--- src/rtl/adc_pkg.sv ---
// Shared definitions for the ADC sample averaging / bar-graph display path.
// Holds the default sample width, LED bar width, channel count, the channel
// index type and the averager FSM state encoding.
package adc_pkg;

  localparam int unsigned DATA_W = 12;
  localparam int unsigned LED_W  = 8;
  localparam int unsigned NUM_CH = 8;

  typedef logic [$clog2(NUM_CH)-1:0] ch_t;

  // EMPTY: no average since reset or since the last channel selection change.
  typedef enum logic [0:0] {
    EMPTY = 1'b0,
    RUN   = 1'b1
  } state_t;

endpackage

--- src/rtl/adc_led_bar.sv ---
// Registered thermometer bar with peak-hold dot.
// Ports:
//   clk, rst_n : clock and asynchronous active-low reset
//   avg        : window average (DATA_W bits) driving the bar length
//   peak       : peak-hold value; its top 3 bits select the dot position
//   empty      : blanks the display when no average exists yet
//   led        : registered LED pattern (LED_W bits)
module adc_led_bar
  import adc_pkg::*;
#(
  parameter int unsigned DATA_W = 12
) (
  input  logic              clk,
  input  logic              rst_n,
  input  logic [DATA_W-1:0] avg,
  input  logic [DATA_W-1:0] peak,
  input  logic              empty,
  output logic [LED_W-1:0]  led
);

  // Round to the nearest 1/8 of full scale: add half a step, keep the top 4 bits.
  localparam logic [DATA_W:0] HALF_STEP = (DATA_W + 1)'(1) << (DATA_W - 4);

  logic [DATA_W:0]  rounded;
  logic [3:0]       lit_raw;
  logic [3:0]       lit;
  logic [LED_W-1:0] bar;
  logic [LED_W-1:0] led_d;
  logic [LED_W-1:0] led_q;

  always_comb begin
    rounded = {1'b0, avg} + HALF_STEP;
    lit_raw = rounded[DATA_W -: 4];
    lit     = (lit_raw > 4'd8) ? 4'd8 : lit_raw;

    bar = '0;
    for (int k = 0; k < int'(LED_W); k++) begin
      if (k < int'(lit)) bar[k] = 1'b1;
    end
    if (peak != '0) bar[peak[DATA_W-1 -: 3]] = 1'b1;

    led_d = empty ? '0 : bar;
  end

  always_ff @(posedge clk or negedge rst_n) begin
    if (!rst_n) led_q <= '0;
    else        led_q <= led_d;
  end

  assign led = led_q;

endmodule

--- src/rtl/adc_avg_bargraph.sv ---
// Block averager with decaying peak hold and LED bar readout for one selected
// ADC channel.
// Ports:
//   iCLK, iRST  : clock (rising edge) and asynchronous active-low reset
//   iVALID      : one-cycle strobe qualifying iDATA / iCH
//   iDATA, iCH  : conversion result and the channel it belongs to
//   iSEL        : channel to monitor; a change restarts averaging
//   oAVG        : latest window average, oAVG_VALID pulses when it updates
//   oPEAK       : decaying peak-hold of window averages
//   oLED        : thermometer bar plus peak dot, one cycle behind oAVG
module adc_avg_bargraph #(
  parameter int unsigned DATA_W = adc_pkg::DATA_W,
  parameter int unsigned LOG2_N = 4,
  parameter int unsigned DECAY  = 64
) (
  input  logic              iCLK,
  input  logic              iRST,
  input  logic              iVALID,
  input  logic [DATA_W-1:0] iDATA,
  input  logic [2:0]        iCH,
  input  logic [2:0]        iSEL,
  output logic [DATA_W-1:0] oAVG,
  output logic              oAVG_VALID,
  output logic [DATA_W-1:0] oPEAK,
  output logic [7:0]        oLED
);

  import adc_pkg::*;

  localparam int unsigned    ACC_W   = DATA_W + LOG2_N;
  localparam logic [DATA_W-1:0] DECAY_V = DATA_W'(DECAY);

  state_t              state_q, state_d;
  ch_t                 sel_q, sel_d;
  logic [ACC_W-1:0]    acc_q, acc_d;
  logic [LOG2_N-1:0]   cnt_q, cnt_d;
  logic [DATA_W-1:0]   avg_q, avg_d;
  logic [DATA_W-1:0]   peak_q, peak_d;
  logic                avg_valid_q, avg_valid_d;

  logic                sel_change;
  logic                accept;
  logic                win_done;
  logic [ACC_W-1:0]    sum;
  logic [DATA_W-1:0]   avg_new;
  logic [DATA_W-1:0]   peak_decayed;
  logic [DATA_W-1:0]   peak_new;
  logic                empty;

  // A selection change wins over any sample or window completion that cycle.
  assign sel_change = (iSEL != sel_q);
  assign accept     = iVALID && (iCH == sel_q) && !sel_change;
  assign win_done   = accept && (cnt_q == '1);

  always_comb begin
    sum          = acc_q + {{LOG2_N{1'b0}}, iDATA};
    avg_new      = sum[ACC_W-1 -: DATA_W];
    peak_decayed = (peak_q >= DECAY_V) ? (peak_q - DECAY_V) : '0;
    if (avg_new >= peak_q) begin
      peak_new = avg_new;
    end else begin
      peak_new = (peak_decayed > avg_new) ? peak_decayed : avg_new;
    end
  end

  always_comb begin
    sel_d       = sel_q;
    acc_d       = acc_q;
    cnt_d       = cnt_q;
    avg_d       = avg_q;
    peak_d      = peak_q;
    avg_valid_d = 1'b0;
    if (sel_change) begin
      sel_d  = iSEL;
      acc_d  = '0;
      cnt_d  = '0;
      avg_d  = '0;
      peak_d = '0;
    end else if (win_done) begin
      avg_d       = avg_new;
      avg_valid_d = 1'b1;
      peak_d      = peak_new;
      acc_d       = '0;
      cnt_d       = '0;
    end else if (accept) begin
      acc_d = sum;
      cnt_d = cnt_q + 1'b1;
    end
  end

  always_ff @(posedge iCLK or negedge iRST) begin
    if (!iRST) begin
      sel_q       <= '0;
      acc_q       <= '0;
      cnt_q       <= '0;
      avg_q       <= '0;
      peak_q      <= '0;
      avg_valid_q <= 1'b0;
    end else begin
      sel_q       <= sel_d;
      acc_q       <= acc_d;
      cnt_q       <= cnt_d;
      avg_q       <= avg_d;
      peak_q      <= peak_d;
      avg_valid_q <= avg_valid_d;
    end
  end

  // FSM: state register
  always_ff @(posedge iCLK or negedge iRST) begin
    if (!iRST) state_q <= EMPTY;
    else       state_q <= state_d;
  end

  // FSM: next state
  always_comb begin
    state_d = state_q;
    unique case (state_q)
      EMPTY: if (!sel_change && win_done) state_d = RUN;
      RUN:   if (sel_change) state_d = EMPTY;
      default: state_d = EMPTY;
    endcase
  end

  // FSM: outputs
  always_comb begin
    empty = (state_q == EMPTY);
  end

  adc_led_bar #(
    .DATA_W (DATA_W)
  ) u_led_bar (
    .clk   (iCLK),
    .rst_n (iRST),
    .avg   (avg_q),
    .peak  (peak_q),
    .empty (empty),
    .led   (oLED)
  );

  assign oAVG       = avg_q;
  assign oAVG_VALID = avg_valid_q;
  assign oPEAK      = peak_q;

endmodule

--- config.mk ---
export PLATFORM = sky130hd
export DESIGN_NAME = adc_avg_bargraph
export DESIGN_NICKNAME = d
export VERILOG_FILES = /design/src/rtl/adc_pkg.sv /design/src/rtl/adc_led_bar.sv /design/src/rtl/adc_avg_bargraph.sv
export SDC_FILE = /design/constraint.sdc
export NUM_CORES = 1
export LEC_CHECK = 0
export ABC_CLOCK_PERIOD_IN_PS = 11300
export BUFFER_PORTS_ARGS = -buffer_cell sky130_fd_sc_hd__buf_2
export CORE_MARGIN = 2
export CORE_UTILIZATION = 45
export DETAILED_ROUTE_END_ITERATION = 6
export PLACE_DENSITY = 0.73
export SLEW_MARGIN = 30
export SYNTH_ARGS = -nofsm -noshare
export SYNTH_HDL_FRONTEND = slang
export SYNTH_SLANG_ARGS = --single-unit
--- constraint.sdc ---
create_clock -name iCLK -period 11.3 [get_ports iCLK]
set_clock_uncertainty 0.1 [all_clocks]
set_input_delay 0.565 -clock iCLK [delete_from_list [all_inputs] [get_ports iCLK]]
set_output_delay 0.565 -clock iCLK [all_outputs]
set_load 0.03 [all_outputs]
==> results_dict.tcl <==
set metrics [dict create \
    outcome "finished clean" \
    syn_avg_cell_area_um2 9.44 \
    setup_violations 0 \
    cpLargestDelayFamily "simple AND/OR/NAND/NOR gates" \
    reg2reg_depth 19 \
    n_antenna_cell 0 \
    num_rows 34 \
    dieArea_um2 9820 \
    path_max_fanout 7 \
    core-area_um2 8760 \
    routed_wirelength_um 9640 \
    power_w 0.000465 \
    synth_largest_area_cell "dfrtp_1" \
    start_kind "flop" \
    p_int_w 0.000346 \
    worst_slack_ns 6.61 \
    p_comb_share_pct 9.8 \
    period_needed_ns 4.69 \
    drt_iter0_drc 196 \
    synth.cell_area_um2 4070 \
    net-switching-power_w 0.000119 \
    area_growth_pct 13.1 \
    rrSetupSlack_ns 6.61 \
    path_buf_inv 2 \
    async_flop_share_pct 100 \
    pre_cts_slack_ns 6.36 \
    power.density_nw_per_um2 101 \
    grt_first_pass_wirelength_um 16200 \
    worstPathRequired_ns 11.41 \
    slew-limit-headroom_pct 50.1 \
    cp_slowest_cell "fa_1" \
    synth_commonest_cells "dfrtp_1 (57), nand2_1 (41), ha_1 (39), o21ai_0 (35), inv_1 (29)" \
    ctsHtreeMaxLevel 3 \
    max_freq_ghz 0.213 \
    synthCells 431 \
    holdBufCountCts 0 \
    crit_path_end_kind "flop" \
    rsz0062_at_grt "no" \
    busiest_layer "met2" \
    post_cts_buffers 0 \
    finalHoldViolCount 0 \
    synth_edf_count 0 \
    use_met2_pct 33.6 \
    synth_nets 492 \
    num_io_pins 54 \
    cts_tree "yes" \
    viasPerCell 5.78 \
    gp_congestion 0.947 \
    crit_chain "ha_1 -> inv_1 -> fa_1 -> and2b_1 -> o211ai_4 -> nand4_4 -> a41oi_2 -> nor2_2 -> xor2_1 -> inv_1 -> ha_1 -> nand3_1 -> nor4_1 -> and4_1 -> a21boi_4 -> o31ai_2 -> o21ai_2 -> a41oi_2 -> o32ai_1" \
    use_met3_pct 3.72 \
    ys_types 83 \
    synth_top_area_share_pct 35.0 \
    r2r-start "acc_q[0]" \
    criticalPathCategory "flop to flop" \
    overflow 0 \
    ys.flop_type "dfrtp_1" \
    hold_path_class "input port to asynchronous set/reset pin" \
    final_cell_area_um2 4600 \
    tightest_slew_ns 0.748 \
    nets 542 \
    vdd_ir_drop_max_mv 0.0592 \
    numCtsBuffers 9 \
    die_y_um 99.1 \
    vias 3435 \
    cp.arrival_ns 4.80 \
    track_usage_pct 20.5 \
    drc 0 \
    grt_start_max_net_pins 58 \
    ys_warn_count 0 \
    dp.cells 578 \
    antenna_found_initial 0 \
    start_util_pct 46.4 \
    fillers 838 \
    pwr-share-clk_pct 45.9 \
    wire_per_inst_um 16.2 \
    drive_gt1_share_pct 22.2 \
    finalMaxSlewViolations 0 \
    ys_seq_area_share_pct 35.0 \
    timing.rr.end "oPEAK[0]" \
    clock-sinks 57 \
    cts_resized 0 \
    finalNonFillerCells 594 \
    p_leak_nw 2.20 \
    place_area_um2 4390 \
    fin_crit_sh_pct 41.5 \
    synth.area.top_cells "dfrtp_1 (35%), ha_1 (12%), o21ai_0 (4.3%)" \
    clock_latency_ns 0.35 \
    grt_pass1_vias 3306 \
    ctsRootBufferMaster "clkbuf_8" \
    sequentialPowerShare_pct 44.3 \
    maxCapViolations 0 \
    synth.most_common_cell "dfrtp_1" \
    synth_seq_cells 57 \
    fp.dieW_um 99.1 \
    clkSlewWorstSetupHoldPaths_ns 0.07 \
    drtPass1Iterations 4 \
    grt_use_met1_pct 27.8 \
    slowest_delay_ns 0.41 \
    cts_buffer_depth 2 \
    final_antenna_net_count 0 \
    tns_ns 0 \
    dpl.hpwl_um 7390 \
    swShare_pct 25.6 \
    port_buffers 53 \
]
-- cell families after synthesis --
| family | after synthesis | synth area share (%) |
|---|---|---|
| flops | 57 | 35.0 |
| fa+ha+maj | 40 | 12.5 |
| simple gates | 143 | 19.9 |
| compound gates | 122 | 22.5 |
| mux | 1 | 0.246 |
| buf+inv | 47 | 5.29 |
| xor+xnor | 21 | 4.52 |
-- sequential cells by signal (all words and copies together), names as in the netlist --
register and cells:
oAVG 12, oAVG_VALID 1, acc_q 16, state_q 1, cnt_q 4, oPEAK 12, u_led_bar.led 8, sel_q 3
-- final cells by class --
type | instances | area [um^2] | area share, %
sequential | 57 | 1430 | 31.0
clock buffer | 9 | 124 | 2.69
inverter | 31 | 116 | 2.53
multi-input combinational | 327 | 2430 | 52.7
clock inverter | 7 | 93.8 | 2.04
timing repair buffer | 55 | 280 | 6.09
tap | 108 | 135 | 2.93
-- per-layer routing --
layer | up-vias | share of wire, % | wire (um)
li1 | 1656 | - | -
met1 | 1683 | 46 | 4430
met2 | 84 | 48 | 4650
met3 | 12 | 4.6 | 445
met4 | 0 | 1.2 | 119
met5 | - | 0 | 0
-- worst reg2reg max path: stages (launching register included) --
cell and delay [ns]:
dfrtp_1 0.35, ha_1 0.21, inv_1 0.07, fa_1 0.41, and2b_1 0.27, o211ai_4 0.10, nand4_4 0.12, a41oi_2 0.20
nor2_2 0.21, xor2_1 0.25, inv_1 0.15, ha_1 0.34, nand3_1 0.15, nor4_1 0.35, and4_1 0.32, a21boi_4 0.09
o31ai_2 0.28, o21ai_2 0.19, a41oi_2 0.29, o32ai_1 0.13
-- metrics by stage --
step                      hold WS, ns  utilization, %
after floorplan                 0.169               -
after global placement          0.370            50.1
after detailed placement        0.379            50.1
after CTS                       0.236            52.5
after global routing            0.238            52.5
final                           0.237            52.5
-- power groups by stage --
stage / logic [W] / registers [W] / clock network, W
2_1_floorplan: 0.0000303 / 0.000210 / 0
3_3_place_gp: 0.0000444 / 0.000210 / 0
6_report: 0.0000456 / 0.000206 / 0.000213
5_1_grt: 0.0000510 / 0.000206 / 0.000230
3_5_place_dp: 0.0000457 / 0.000210 / 0
4_1_cts: 0.0000462 / 0.000206 / 0.000220
-- cell usage in the layout (no fill, tap or decap), types with 3 or more instances in the layout --
cell      count
a21o_1       10
clkbuf_8      9
dfrtp_1      57
nand3_1      21
a21oi_4       3
xor2_1        8
nand2_1      41
xnor2_1      13
o32ai_1       4
nor2b_1       3
buf_2        53
and2_1        4
nor3_1        6
a21oi_1      16
nand4_1       7
nor2_1       23
a21boi_0      6
nand2b_1      5
o21ai_0      35
ha_1         39
o21ai_1       4
a211oi_1      3
inv_1        29
-- how the worst max path moves through the flow --
stage             start        to  slack (ns)  cells after the start
2_1_floorplan  iDATA[7]  oPEAK[6]        7.04                     17
3_3_place_gp   iDATA[0]  oPEAK[0]        6.63                     20
3_5_place_dp   iDATA[0]  oPEAK[0]        6.36                     20
4_1_cts        acc_q[0]  oPEAK[0]        6.62                     19
5_1_grt        acc_q[0]  oPEAK[0]        6.25                     19
6_report       acc_q[0]  oPEAK[0]        6.61                     19
(Power assumes the default switching activity.)
